--- config.mk ---
export PLATFORM = sky130hd
export DESIGN_NAME = encrypt_stage_4
export DESIGN_NICKNAME = d
export VERILOG_FILES = /design/src/rtl/encdec_pkg.sv /design/src/rtl/key_lfsr11.sv /design/src/rtl/encrypt_stage_4.sv
export SDC_FILE = /design/constraint.sdc
export NUM_CORES = 1
export LEC_CHECK = 0
export CELL_PAD_IN_SITES_DETAIL_PLACEMENT = 0
export CELL_PAD_IN_SITES_GLOBAL_PLACEMENT = 2
export CORE_ASPECT_RATIO = 1.5
export CORE_MARGIN = 2
export CORE_UTILIZATION = 34
export CTS_CLUSTER_DIAMETER = 60
export DETAILED_ROUTE_END_ITERATION = 16
export MAX_ROUTING_LAYER = met4
export PLACE_DENSITY_LB_ADDON = 0.1
export SLEW_MARGIN = 0
export SYNTH_ARGS = -nofsm -noshare
export SYNTH_HDL_FRONTEND = slang
export SYNTH_SLANG_ARGS = --single-unit
--- constraint.sdc ---
create_clock -name Clk -period 5.8 [get_ports Clk]
set_input_delay 0.58 -clock Clk [delete_from_list [all_inputs] [get_ports Clk]]
set_output_delay 0.58 -clock Clk [all_outputs]
set_load 0.1 [all_outputs]
--- src/rtl/encdec_pkg.sv ---
// Shared widths and key expansion for the encrypt/decrypt stage-4 pair.
// Latency: none (types, constants and pure functions only).
// Backpressure: not applicable.
package encdec_pkg;

  localparam int KEY_W   = 11;
  localparam int DATA_W  = 60;
  localparam int Y_W     = 61;
  localparam int TAG_W   = 6;
  localparam int FRAME_W = 78;

  // Expands an 11-bit key into the 60-bit additive mask.
  // Segments from the LSB are k, ~k, ~k, k, ~k and then k[4:0] on top.
  // Decryption stage 4 calls this same function, so both sides stay in lockstep.
  function automatic logic [DATA_W-1:0] key_expand(input logic [KEY_W-1:0] k);
    return {k[4:0], ~k, k, ~k, ~k, k};
  endfunction

  // An all-zero LFSR state would lock up, so zero seeds are mapped to 1.
  function automatic logic [KEY_W-1:0] fix_seed(input logic [KEY_W-1:0] s);
    return (s == '0) ? KEY_W'(1) : s;
  endfunction

endpackage

--- src/rtl/key_lfsr11.sv ---
// 11-bit Fibonacci LFSR (x^11 + x^9 + 1, period 2047) that supplies per-word keys.
// Latency: q shows the new state one edge after adv or load.
// Backpressure: holds its state unless adv or load is asserted; load has priority over adv.
module key_lfsr11
  import encdec_pkg::*;
#(
  parameter logic [KEY_W-1:0] SEED = 11'h001
) (
  input  logic             Clk,
  input  logic             Rst_n,
  input  logic             adv,
  input  logic             load,
  input  logic [KEY_W-1:0] seed,
  output logic [KEY_W-1:0] q
);

  // State update: reset to the seed, reload on request, otherwise shift when advanced.
  always_ff @(posedge Clk) begin
    if (!Rst_n) begin
      q <= fix_seed(SEED);
    end else if (load) begin
      q <= fix_seed(seed);
    end else if (adv) begin
      q <= {q[9:0], q[10] ^ q[8]};
    end
  end

endmodule

--- src/rtl/encrypt_stage_4.sv ---
// Masks each 60-bit plaintext word with an LFSR-derived key and frames it as {key, y, tag}.
// Latency: 2 cycles from input accept to out_valid; sustains 1 word per cycle.
// Backpressure: full valid/ready; the output holds while stalled and in_ready drops once both stages are full.
module encrypt_stage_4
  import encdec_pkg::*;
#(
  parameter logic [KEY_W-1:0] SEED     = 11'h001,
  parameter logic [TAG_W-1:0] TAG_INIT = 6'h00
) (
  input  logic               Clk,
  input  logic               Rst_n,
  input  logic               key_load,
  input  logic [KEY_W-1:0]   key_seed,
  input  logic               in_valid,
  output logic               in_ready,
  input  logic [DATA_W-1:0]  in_data,
  output logic               out_valid,
  input  logic               out_ready,
  output logic [FRAME_W-1:0] out_data
);

  logic              adv2;
  logic              accept;
  logic [KEY_W-1:0]  lfsr_q;
  logic [TAG_W-1:0]  tag;

  logic              s1_valid;
  logic [DATA_W-1:0] s1_data;
  logic [KEY_W-1:0]  s1_key;
  logic [TAG_W-1:0]  s1_tag;

  logic [DATA_W-1:0] mask_b;
  logic [Y_W-1:0]    padded_x;
  logic [Y_W-1:0]    sum_y;

  // The output register can take a new frame when it is empty or is being drained this cycle.
  // Stage 1 can accept when it is empty or is handing its word on to stage 2 in the same edge.
  assign adv2     = !out_valid || out_ready;
  assign in_ready = !s1_valid || adv2;
  assign accept   = in_valid && in_ready;

  // The LFSR steps only on accepted words.
  // A same-cycle reload wins over the step, but the accepted word still latches the old key.
  key_lfsr11 #(
    .SEED (SEED)
  ) u_lfsr (
    .Clk   (Clk),
    .Rst_n (Rst_n),
    .adv   (accept),
    .load  (key_load),
    .seed  (key_seed),
    .q     (lfsr_q)
  );

  // Sequence tag, bumped once per accepted word and wrapping naturally at 2^TAG_W.
  always_ff @(posedge Clk) begin
    if (!Rst_n) begin
      tag <= TAG_INIT;
    end else if (accept) begin
      tag <= tag + 1'b1;
    end
  end

  // Stage 1: capture the word together with the key and tag it was issued with.
  always_ff @(posedge Clk) begin
    if (!Rst_n) begin
      s1_valid <= 1'b0;
      s1_data  <= '0;
      s1_key   <= '0;
      s1_tag   <= '0;
    end else if (accept) begin
      s1_valid <= 1'b1;
      s1_data  <= in_data;
      s1_key   <= lfsr_q;
      s1_tag   <= tag;
    end else if (adv2) begin
      s1_valid <= 1'b0;
    end
  end

  // Stage 2 arithmetic: append an even-parity pad bit, then add the mask modulo 2^61.
  // Decryption discards the pad bit.
  always_comb begin
    mask_b   = key_expand(s1_key);
    padded_x = {s1_data, ^s1_data};
    sum_y    = padded_x + {1'b0, mask_b};
  end

  // Stage 2 register: load when allowed to advance, otherwise hold the presented frame stable.
  always_ff @(posedge Clk) begin
    if (!Rst_n) begin
      out_valid <= 1'b0;
      out_data  <= '0;
    end else if (adv2) begin
      out_valid <= s1_valid;
      if (s1_valid) begin
        out_data <= {s1_key, sum_y, s1_tag};
      end
    end
  end

endmodule

### After elaboration in Yosys (flattened, before gate mapping)

Index checks and enable logic that the tools add are counted.

| word-level totals | value |
|---|---|
| latch bits | 0 |
| ROM bits | 0 |
| memories kept | 0 |
| RAM bits | 0 |
| bits in registers | 174 |
| bits of input ports | 76 |
| word-level logic and storage cells | 27 |
| output and inout bits | 80 |

| cells by class | value |
|---|---|
| bitwise logic cells | 2 |
| order comparisons | 0 |
| divide/modulo/power cells | 0 |
| add/subtract/negate cells | 2 |
| muxes and demuxes | 5 |
| reduce and logical (&&, ||, !) cells | 10 |
| shift-type cells | 0 |
| equal/unequal tests | 0 |
| multipliers | 0 |

Operators by type and width:

| operator | count |
|---|---|
| $add 61x60->61 | 1 |
| $reduce_xor 60->1 | 1 |
| $mux 11 | 3 |
| $logic_not 11->1 | 1 |
| $not 11->11 | 1 |
| $add 6x1->6 const B | 1 |
| $reduce_bool 2->1 | 2 |
| $logic_not 1->1 | 2 |
| $logic_or 1x1->1 | 2 |
| $mux 1 | 2 |
| $reduce_and 2->1 | 1 |
| $logic_and 1x1->1 | 1 |
| $xor 1x1->1 | 1 |

### Longest topological paths before layout

Gate-level depths: netlist of the first run.

| depth | value |
|---|---|
| depth after elaboration | 6 |
| depth in mapped cells | 19 |
| gate-level depth less buffers | 19 |

### By module

A second synthesis of the first run with hierarchy kept.

| second synthesis, totals | value |
|---|---|
| cells, all modules | 1,335 |
| area total of the unflattened synthesis | 10,568.9 um2 |

By module, submodules not included:

| module | seq. area each (um2) | cells an instance | times used | area each (um2) |
|---|---|---|---|---|
| encrypt_stage_4 | 3,263.1 | 1,280 | 1 | 10,027.1 |
| key_lfsr11 | 220.2 | 55 | 1 | 541.8 |

### Worst setup path after synthesis of the first run

Ideal clock, no wire load.

| path | value |
|---|---|
| kind | flip-flop to flip-flop |
| start | reg s1_data[0] |
| end | reg out_data[46] |
| required time | 5.730 ns |
| stages on the path, launching flop included | 20 |
| clock period less this slack | 3.701 ns |
| setup slack | 2.099 ns |
| path buffers | 0 |
| setup time | 0.070 ns |
| arrival time | 3.631 ns |
| cell sequence | dfxtp_1 xor2_1 xnor2_1 xnor2_1 xnor2_1 xnor2_1 xnor2_1 ha_1 inv_1 fa_1 nor2b_4 o31a_1 o31a_1 o31a_1 a211o_1 o31a_1 a31oi_1 xnor2_1 nand2_1 a21oi_1 |

| on the way | value |
|---|---|
| longest elaborated chain between the ends | 2 |

RTL lines:

| element | line | text |
|---|---|---|
| from (decl) | encrypt_stage_4.sv:28 | `logic [DATA_W-1:0] s1_data;` |
| from (signal assigned) | encrypt_stage_4.sv:73 | `s1_data <= in_data;` |
| $reduce_xor 60->1 | encrypt_stage_4.sv:85 | `padded_x = {s1_data, ^s1_data};` |
| $add 61x60->61 * | encrypt_stage_4.sv:86 | `sum_y = padded_x + {1'b0, mask_b};` |
| to (signal assigned) | encrypt_stage_4.sv:97 | `out_data <= {s1_key, sum_y, s1_tag};` |
| to (decl) | encrypt_stage_4.sv:19 | `output logic [FRAME_W-1:0] out_data` |

Mark *: on every way between the ends. The rest lies on a longest branch, timed or not.
A chain may end at the register's enable or synchronous reset.

### Worst setup path after layout of the first run

| path | value |
|---|---|
| start | reg s1_data[28] |
| end | reg out_data[64] |

Same word-level chain as after synthesis.

==> results of run 1 <==
critical path, stage by stage (launching register included):
cell       delay [ps]
dfxtp_1           340
xnor2_1           160
xnor2_1           420
xnor2_1           190
xnor2_1           110
xnor2_1           250
xnor2_1           150
ha_1              200
inv_1              60
fa_1              420
nor2b_4           140
o31a_1            180
o31a_1            190
o2111ai_1         310
a31oi_1           420
nand3_1           180
a21oi_1           210
o21ai_1           150
a2111o_1          420
o211ai_1          100
flip-flops by register name, indices dropped and copies added, names as in the netlist:
| register | flops |
|---|---|
| s1_valid | 1 |
| tag | 6 |
| s1_tag | 6 |
| u_lfsr.q | 11 |
| out_valid | 1 |
| out_data | 78 |
| s1_data | 60 |
| s1_key | 11 |
metal layers:
| layer | up-vias | GRT usage [%] | wire length (um) |
|---|---|---|---|
| met1 | 4469 | 25.74 | 14710 |
| met5 | - | - | 0 |
| met2 | 181 | 45.43 | 19880 |
| li1 | 4863 | - | - |
| met4 | 0 | 10.23 | 1270 |
| met3 | 56 | 3.340 | 1004 |
metrics by stage:
stage                     cell area [um^2]  total power, mW  hold WS (ps)
after floorplan                      10150            2.165         432.2
after global placement               11930            2.514         439.1
after detailed placement             11930            2.508         445.0
after CTS                            12540            3.703         454.1
after global routing                 12540            3.835         467.6
final                                12540            3.659         451.4
logic make-up (layout without fill, tap and decap cells):
| logic type | Yosys count | in the layout | synth area share [%] |
|---|---|---|---|
| flip-flops | 174 | 174 | 34.31 |
| buffers and inverters | 105 | 227 | 4.596 |
| AND/OR/NAND/NOR | 486 | 486 | 20.15 |
| multiplexers | 4 | 4 | 0.3943 |
| XOR/XNOR | 108 | 108 | 9.316 |
| AO/OA/AOI/OAI | 401 | 401 | 23.52 |
| adder cells (fa/ha/maj) | 62 | 62 | 7.714 |
layout by cell type (no fill, tap or decap), types with 6 or more instances in the layout:
cell and count:
nand2_1 311, a21oi_1 223, dfxtp_1 174, clkdlybuf4s50_1 155, xnor2_1 83, nor2_1 77
ha_1 61, o21ai_0 44, inv_1 32, a21o_1 28, nand3_1 27, xor2_1 25
nand4_1 19, o21bai_1 17, clkbuf_16 17, nor3_1 14, a211oi_1 11, a31oi_1 9
o211ai_1 8, clkinv_8 7, buf_4 7, o21a_1 6, o31ai_1 6, or3_1 6
a21boi_0 6
area by class of cell:
type                       count  area (um^2)  share of cell area [%]
inverter                      33        126.4                   1.008
sequential                   174         3483                   27.77
clock buffer                  17        425.4                   3.392
tap                          395        494.2                   3.941
multi-input combinational   1061         6222                   49.61
timing repair buffer         162         1604                   12.79
clock inverter                15        186.4                   1.486
power by group:
part | switching (mW) | leakage (nW) | internal (mW)
sequential | 0.0585 | 1.42 | 1.26
clock | 0.601 | 0.295 | 0.584
combinational | 0.750 | 3.13 | 0.404
total | 1.41 | 4.84 | 2.25
worst min-delay path by stage:
stage | endpoint | slack (ps)
detailed placement | out_data[22]$_SDFFE_PN0P_ | 440
finish | out_data[20]$_SDFFE_PN0P_ | 450
CTS | out_data[22]$_SDFFE_PN0P_ | 450
global route | out_data[22]$_SDFFE_PN0P_ | 470
floorplan | out_data[0]$_SDFFE_PN0P_ | 430
global placement | out_data[20]$_SDFFE_PN0P_ | 440
==> flow_summary.toml, run 1 <==
[run_status]
outcome = "finished clean"

[critical_path]
critical_path_class = "reg -> reg"
endpoint_kind = "flop"
critPathLaunchType = "flop"
rr_startpoint = "s1_data[28]$_SDFFE_PN0P_"
crit_end = "out_data[64]$_SDFFE_PN0P_"
critPathMaxFanout = 4
reg2regPathDepth = 19
rrSetupSlack_ps = 1100
crit_required_ps = 6180
setup.worst_path.start = "s1_data[28]$_SDFFE_PN0P_"
cp_data_arrival_time_ps = 5080
r2r_end = "out_data[64]$_SDFFE_PN0P_"

[timing]
slew-limit-headroom_pct = 28.89
max_freq_mhz = 212.8
finalSetupTns_ps = 0
rsz0062_at_grt = "no"
worst_slack_ps = 1101
max_slew.worst_pin.slew_ps = 1063
hold_viol = 0
finalCriticalPeriod_ps = 4699
final.period_utilization_pct = 81.01
slew_viol_final = 0
skew_ps = 14.01
setup_viol = 0

[routing]
routedWlPerCell_um = 19.85
firstDrtPassIters = 5
drt_iter0_drc = 461
drc_errors = 0
drt.antenna.violating_nets = 0
drt-total-wl_mm = 36.87
viasPerCell = 5.153
via_count = 9569

[clocking]
cts_tree = "yes"
clock-sinks = 174
clkTransAtPathRegs_ps = 80
ctsHoldBuffers = 0
clockBufferDepth = 2
clk_latency_ps = 460
postCtsSetupBuffers = 0
numCtsBuffers = 17
htree_levels = 4
ctsResizeCount = 0
cts_root_buffer = "clkbuf_16"

[final_layout]
stdcell_count = 1857
synthToLayoutAreaGrowth_pct = 23.52
n_antenna_cell = 0
layout-drive-gt1-share_pct = 4.104
nets = 1587
utilization_pct = 42.54
nFillCells = 3176

[hold_path]
min_from = "out_data[20]$_SDFFE_PN0P_"
hold_path_depth = 2
hp-class = "reg -> reg"

[placed_design]
dp_slack_ps = 1221
numPortBuffers = 155
hpwlAfterDp_mm = 27.88
gp_congestion = 0.8621
dp.cells = 1825

[synthesis]
synth_top_area_share_pct = 34.31
synthCells = 1340
synth_top_cell_by_area = "dfxtp_1"
yosysMostFrequentCell = "nand2_1"
yosys_warnings = 0
async_reset_ff_share_pct = 0
ys.flop_type = "dfxtp_1"
postSynthAreaPerCell_um2 = 7.577
synthTopCellsByArea = "dfxtp_1, nand2_1, a21oi_1"
yosys_register_bits = 174
synth_common_cells = "nand2_1, a21oi_1, dfxtp_1, xnor2_1, nor2_1"
seq_area_frac_synth_pct = 34.31
synthDistinctLibCells = 69
synth_edf_count = 0
syn_nets = 1478
syn_area_um2 = 10150

[floorplanning]
die_h_um = 215.6
initial_utilization_pct = 34.44
core_um2 = 29480
row_count = 77
die_w_um = 145.1
io_pins = 156
dieArea_um2 = 31290

[grt]
gr-total-overflow = 0
antenna_found_initial = 0
first_global_vias = 9728
grt_first_pass_wirelength_mm = 56.93
grt.total_usage_pct = 24.39
grt_max_degree = 81

[run]
maxCapViolCount = 0

[power_and_ir_drop]
power_leakage_nw = 4.845
irDropWorstVdd_mv = 0.2230
power.density_nw_per_um2 = 291.7
(Power assumes the default switching activity.)
==> run 2: changes to the inputs <==
--- a/config.mk
+++ b/config.mk
@@ -9,7 +9,7 @@
 export CELL_PAD_IN_SITES_GLOBAL_PLACEMENT = 2
 export CORE_ASPECT_RATIO = 1.5
 export CORE_MARGIN = 2
-export CORE_UTILIZATION = 34
+export CORE_UTILIZATION = 28
 export CTS_CLUSTER_DIAMETER = 60
 export DETAILED_ROUTE_END_ITERATION = 16
 export MAX_ROUTING_LAYER = met4
==> constraint.sdc (replaced) <==
create_clock -name Clk -period 4.3 [get_ports Clk]
set_input_delay 0.43 -clock Clk [delete_from_list [all_inputs] [get_ports Clk]]
set_output_delay 0.43 -clock Clk [all_outputs]
set_load 0.1 [all_outputs]
==> run 2 against run 1 <==
Compared with the run above: total power rose by 41%; via count rose by 4.0%; critical path depth did not move; die area rose by 21%; largest cell class unchanged; fmax rose by 12%.
==> flow_summary.toml, run 2 (synthesized netlist as in run 1, its figures left out) <==
[final_layout]
regMostFlops = "out_data"
synthToLayoutAreaGrowth_pct = 32.16
top_regs = "out_data (78), s1_data (60)"
layout-drive-gt1-share_pct = 10.52
nets = 1665
utilization_pct = 37.44
stdcell_count = 2018
largest_register_ffs = 78
n_antenna_cell = 0
nFillCells = 3859
final_common_cell = "nand2_1"
final_cell_mix = "nand2_1, a21oi_1, dfxtp_1, clkdlybuf4s50_1, buf_4"

[timing]
final.period_utilization_pct = 97.62
hold_viol = 0
max_freq_mhz = 238.2
slew_viol_final = 0
rsz0062_at_grt = "yes"
finalSetupTns_ps = 0
finalCriticalPeriod_ps = 4198
worst_slack_ps = 102.4
setup_viol = 0
max_slew.worst_pin.slew_ps = 1067
slew-limit-headroom_pct = 28.64
skew_ps = 9.506
fin_worst_hold_slack_ps = 450.1

[hold_path]
hp-class = "reg -> reg"
min_from = "out_data[30]$_SDFFE_PN0P_"
min_to = "out_data[30]$_SDFFE_PN0P_"
hold_path_depth = 2

[run]
maxCapViolCount = 0

[floorplanning]
dieArea_um2 = 37830
row_count = 85
die_h_um = 237.2
die_w_um = 159.5
initial_utilization_pct = 28.33
core_um2 = 35840
io_pins = 156

[grt]
antenna_found_initial = 0
grt_first_pass_wirelength_mm = 60.16
grt.total_usage_pct = 21.51
first_global_vias = 10130
grt_max_degree = 76
gr-total-overflow = 0

[power_and_ir_drop]
power_leakage_nw = 5.291
swShare_pct = 37.51
irDropWorstVdd_mv = 0.2652
seqPwrFrac_pct = 34.2
power.density_nw_per_um2 = 384.2
internal_power_mw = 3.221
p_sw_mw = 1.934
p_comb_share_pct = 33.2
pwr-share-clk_pct = 32.7

[critical_path]
crit_required_ps = 4680
critPathMaxFanout = 3
critPathLaunchType = "flop"
r2r_end = "out_data[46]$_SDFFE_PN0P_"
rr_startpoint = "s1_data[14]$_SDFFE_PN0P_"
reg2regPathDepth = 19
cp_data_arrival_time_ps = 4580
rrSetupSlack_ps = 100
endpoint_kind = "flop"
critical_path_class = "reg -> reg"

[routing]
viasPerCell = 4.932
routedWlPerCell_um = 19.61
via_count = 9953
drc_errors = 0
drt-total-wl_mm = 39.58
firstDrtPassIters = 4
drt_iter0_drc = 397
drt.antenna.violating_nets = 0

[placed_design]
numPortBuffers = 155
gp_congestion = 0.8519
hpwlAfterDp_mm = 30.14
dp.cells = 1984
dp_slack_ps = -73.84

[clocking]
ctsHoldBuffers = 0
clockBufferDepth = 2
cts_root_buffer = "clkbuf_16"
clkTransAtPathRegs_ps = 80
clock-sinks = 174
numCtsBuffers = 17
clk_latency_ps = 460
cts_tree = "yes"
htree_levels = 4

[run_status]
outcome = "finished clean"
==> run 2: cell types whose count changed in the layout (fill, tap and decap cells not counted), sizes merged <==
cell and change:
bufinv +2, buf +78, clkinvlp +2, clkinv -5, inv +1
==> run 2: cell type report <==
class | count | area, um^2 | area share [%]
multi-input combinational | 1061 | 6366 | 47.44
timing repair buffer | 240 | 2218 | 16.53
clock buffer | 17 | 425.4 | 3.170
inverter | 33 | 126.4 | 0.9417
clock inverter | 15 | 196.4 | 1.464
tap | 478 | 598.1 | 4.457
sequential | 174 | 3488 | 26.00
==> run 2: stage by stage <==
stage / power (mW) / area (um^2)
detailed placement: 3.480 / 12630
CTS: 5.187 / 13270
finish: 5.155 / 13420
floorplan: 2.921 / 10150
global placement: 3.485 / 12630
global route: 5.401 / 13420
==> run 2: critical path, stage by stage (launching register included) <==
cell and delay (ps):
dfxtp_1 320, xor2_1 160, xnor2_1 240, xnor2_1 110
xnor2_1 280, xnor2_1 210, xnor2_1 120, ha_2 200
inv_2 60, fa_2 210, nor2b_4 50, o31a_1 250
o31a_1 290, o31a_1 350, a211o_4 380, o31a_1 270
a31oi_1 210, xnor2_1 140, nand2_1 80, a21oi_1 180
==> run 2: timing repair <==
| item | 4_1_cts | 5_1_grt |
|---|---|---|
| pin swaps | 2 | 14 |
| hold endpoints to repair | 0 | 0 |
| resized for setup | 4 | 33 |
| endpoints found under the setup margin | 7 | 25 |
| buffers inserted | 0 | 2 |
==> run 2: worst max path at each step <==
stage,cells after the start,startpoint,endpoint
2_1_floorplan,19,s1_data[0]$_SDFFE_PN0P_,out_data[46]$_SDFFE_PN0P_
3_3_place_gp,21,s1_data[28]$_SDFFE_PN0P_,out_data[64]$_SDFFE_PN0P_
3_5_place_dp,21,s1_data[28]$_SDFFE_PN0P_,out_data[64]$_SDFFE_PN0P_
4_1_cts,20,s1_data[28]$_SDFFE_PN0P_,out_data[46]$_SDFFE_PN0P_
5_1_grt,20,s1_data[28]$_SDFFE_PN0P_,out_data[46]$_SDFFE_PN0P_
6_report,19,s1_data[14]$_SDFFE_PN0P_,out_data[46]$_SDFFE_PN0P_
==> run 2: power groups by stage <==
stage / Sequential, mW / Combinational [mW] / Clock [mW]
2_1_floorplan: 2.11 / 0.808 / 0
3_3_place_gp: 1.80 / 1.69 / 0
3_5_place_dp: 1.80 / 1.68 / 0
4_1_cts: 1.76 / 1.69 / 1.73
5_1_grt: 1.77 / 1.84 / 1.79
6_report: 1.76 / 1.71 / 1.68
==> run 2: per-layer routing <==
layer	up-vias	global-route usage (%)	part of all wire, %
met1	4704	23.01	40
met5	-	-	0
li1	5021	-	-
met2	186	40.42	55
met3	42	3.054	2.8
met4	0	7.080	2.7
==> run 3: changes to the inputs <==
--- a/config.mk
+++ b/config.mk
@@ -8,7 +8,6 @@
 export CELL_PAD_IN_SITES_DETAIL_PLACEMENT = 0
 export CELL_PAD_IN_SITES_GLOBAL_PLACEMENT = 2
 export CORE_ASPECT_RATIO = 1.5
-export CORE_MARGIN = 2
 export CORE_UTILIZATION = 28
 export CTS_CLUSTER_DIAMETER = 60
 export DETAILED_ROUTE_END_ITERATION = 16
@@ -18,3 +17,4 @@
 export SYNTH_ARGS = -nofsm -noshare
 export SYNTH_HDL_FRONTEND = slang
 export SYNTH_SLANG_ARGS = --single-unit
+export TNS_END_PERCENT = 1
==> run 3 against run 2 <==
Compared with the run above: count of clock-buffer cells in the layout unchanged; via count is 0.61% lower; first-iteration DRC count is 28% lower; worst hold slack about the same; critical path depth up 2; clock skew grew 0.57 ps; critical path type unchanged; largest cell class unchanged; largest power group unchanged.
==> flow_summary.toml, run 3 (synthesized netlist as in run 1, its figures left out) <==
[final_layout]
utilization_pct = 37.76
stdcell_area_um2 = 13530
top_regs = "out_data (78), s1_data (60)"
layout-drive-gt1-share_pct = 11.56
final_common_cell = "nand2_1"
nets = 1682
final_cell_mix = "nand2_1, a21oi_1, dfxtp_1, clkdlybuf4s50_1, buf_4"
nFillCells = 3902
synthToLayoutAreaGrowth_pct = 33.30
regMostFlops = "out_data"
largest_register_ffs = 78

[hold_path]
hold_path_depth = 2
min_from = "out_data[41]$_SDFFE_PN0P_"
hp-class = "reg -> reg"
min_to = "out_data[41]$_SDFFE_PN0P_"

[floorplanning]
dieArea_um2 = 37040
initial_utilization_pct = 28.33
die_h_um = 235.2
io_pins = 156
row_count = 85
die_w_um = 157.5
core_um2 = 35840

[routing]
drt-total-wl_mm = 39.46
drt_iter0_drc = 287
drc_errors = 0
viasPerCell = 4.859
drt.antenna.violating_nets = 0
firstDrtPassIters = 5
via_count = 9892
routedWlPerCell_um = 19.38

[critical_path]
critPathLaunchType = "flop"
critPathMaxFanout = 4
reg2regPathDepth = 21
endpoint_kind = "flop"
rrSetupSlack_ps = 9
crit_required_ps = 4640
rr_startpoint = "s1_data[7]$_SDFFE_PN0P_"
r2r_end = "out_data[66]$_SDFFE_PN0P_"
critical_path_class = "reg -> reg"
cp_data_arrival_time_ps = 4630

[timing]
final.period_utilization_pct = 99.78
setup_viol = 0
slew-limit-headroom_pct = 29.21
fin_worst_hold_slack_ps = 450.0
max_slew.worst_pin.slew_ps = 1059
rsz0062_at_grt = "yes"
finalCriticalPeriod_ps = 4291
finalSetupTns_ps = 0
worst_slack_ps = 9.269
hold_viol = 0
skew_ps = 10.08
max_freq_mhz = 233.1
slew_viol_final = 0

[run]
maxCapViolCount = 0

[clocking]
htree_levels = 4
clkTransAtPathRegs_ps = 80
clockBufferDepth = 2
cts_root_buffer = "clkbuf_16"
cts_tree = "yes"
numCtsBuffers = 17
postCtsSetupBuffers = 0
clock-sinks = 174
clk_latency_ps = 460

[power_and_ir_drop]
irDropWorstVdd_mv = 0.2369
power_leakage_nw = 5.383
power.density_nw_per_um2 = 385.3

[grt]
gr-usage-met1_pct = 23.01
grt.met3_usage_pct = 3.406
first_global_vias = 10160
grt_max_degree = 66
grt_first_pass_wirelength_mm = 59.92
grtUsageMet2_pct = 42.05
gr-total-overflow = 0
antenna_found_initial = 1
busiest_layer = "met2"
grt.total_usage_pct = 22.54

[placed_design]
place_area_um2 = 12770
gp_congestion = 0.8910
hpwlAfterDp_mm = 30.49
dp_slack_ps = -71.07
numPortBuffers = 155

[run_status]
outcome = "finished clean"
run 3: changes by cell type in the layout (fill, tap and decap cells not counted), moves of 3 or more:
cell	previous run	this run
a21oi_1	222	217
a21oi_2	1	7
xnor2_1	78	81
xnor2_2	5	2
buf_4	82	100
run 3: worst max path at each step:
stage | start | end | cells after the start
finish | s1_data[7]$_SDFFE_PN0P_ | out_data[66]$_SDFFE_PN0P_ | 21
global route | s1_data[14]$_SDFFE_PN0P_ | out_data[66]$_SDFFE_PN0P_ | 20
CTS | s1_data[14]$_SDFFE_PN0P_ | out_data[46]$_SDFFE_PN0P_ | 20
detailed placement | s1_data[7]$_SDFFE_PN0P_ | out_data[66]$_SDFFE_PN0P_ | 21
global placement | s1_data[28]$_SDFFE_PN0P_ | out_data[66]$_SDFFE_PN0P_ | 21
floorplan | s1_data[0]$_SDFFE_PN0P_ | out_data[46]$_SDFFE_PN0P_ | 19
run 3: worst max-delay path: stages (launching register included):
cell	delay (ps)
dfxtp_1	350
xor2_1	170
xnor2_1	160
xnor2_1	100
buf_4	140
xnor2_1	120
xnor2_1	320
xnor2_1	130
ha_2	200
inv_2	50
fa_2	220
nor2b_4	50
o31a_1	250
o31a_1	270
buf_4	140
o31a_1	330
a211o_4	370
o31ai_4	240
and3_4	260
o31ai_2	80
nand4b_1	110
o211ai_1	90
run 3: cell type report:
cell class	instances	area (um^2)	share of cell area, %
inverters	33	126.4	0.9337
flip-flops and latches	174	3488	25.77
clock inverters	15	215.2	1.590
clock buffers	17	425.4	3.143
multi-input cells	1061	6336	46.82
diodes	1	2.502	0.01849
well taps	478	598.1	4.419
repair buffers	257	2342	17.31
run 3: timing repair:
item                                    in CTS  in global routing
endpoints found under the hold margin        0                  0
gates resized for setup                      7                 24
pin swaps                                    3                  9
endpoints found under the setup margin       7                 21
hold buffers                                 0                  0
run 3: per-layer routing:
| layer | wire (um) | vias up |
|---|---|---|
| met2 | 21720 | 164 |
| met1 | 15230 | 4628 |
| met4 | 1364 | 0 |
| li1 | - | 5047 |
| met3 | 1140 | 53 |
| met5 | 0 | - |
run 3: per-stage QoR:
stage	power, mW	cells
floorplan	2.921	1340
global placement	3.532	2003
detailed placement	3.524	2003
CTS	5.269	2035
global route	5.478	2036
finish	5.215	2036
run 3: report_power, final:
group          total, mW  switching, mW  internal, mW
registers           1.76         0.0559          1.70
clock network       1.71          0.805         0.900
logic               1.75           1.09         0.660
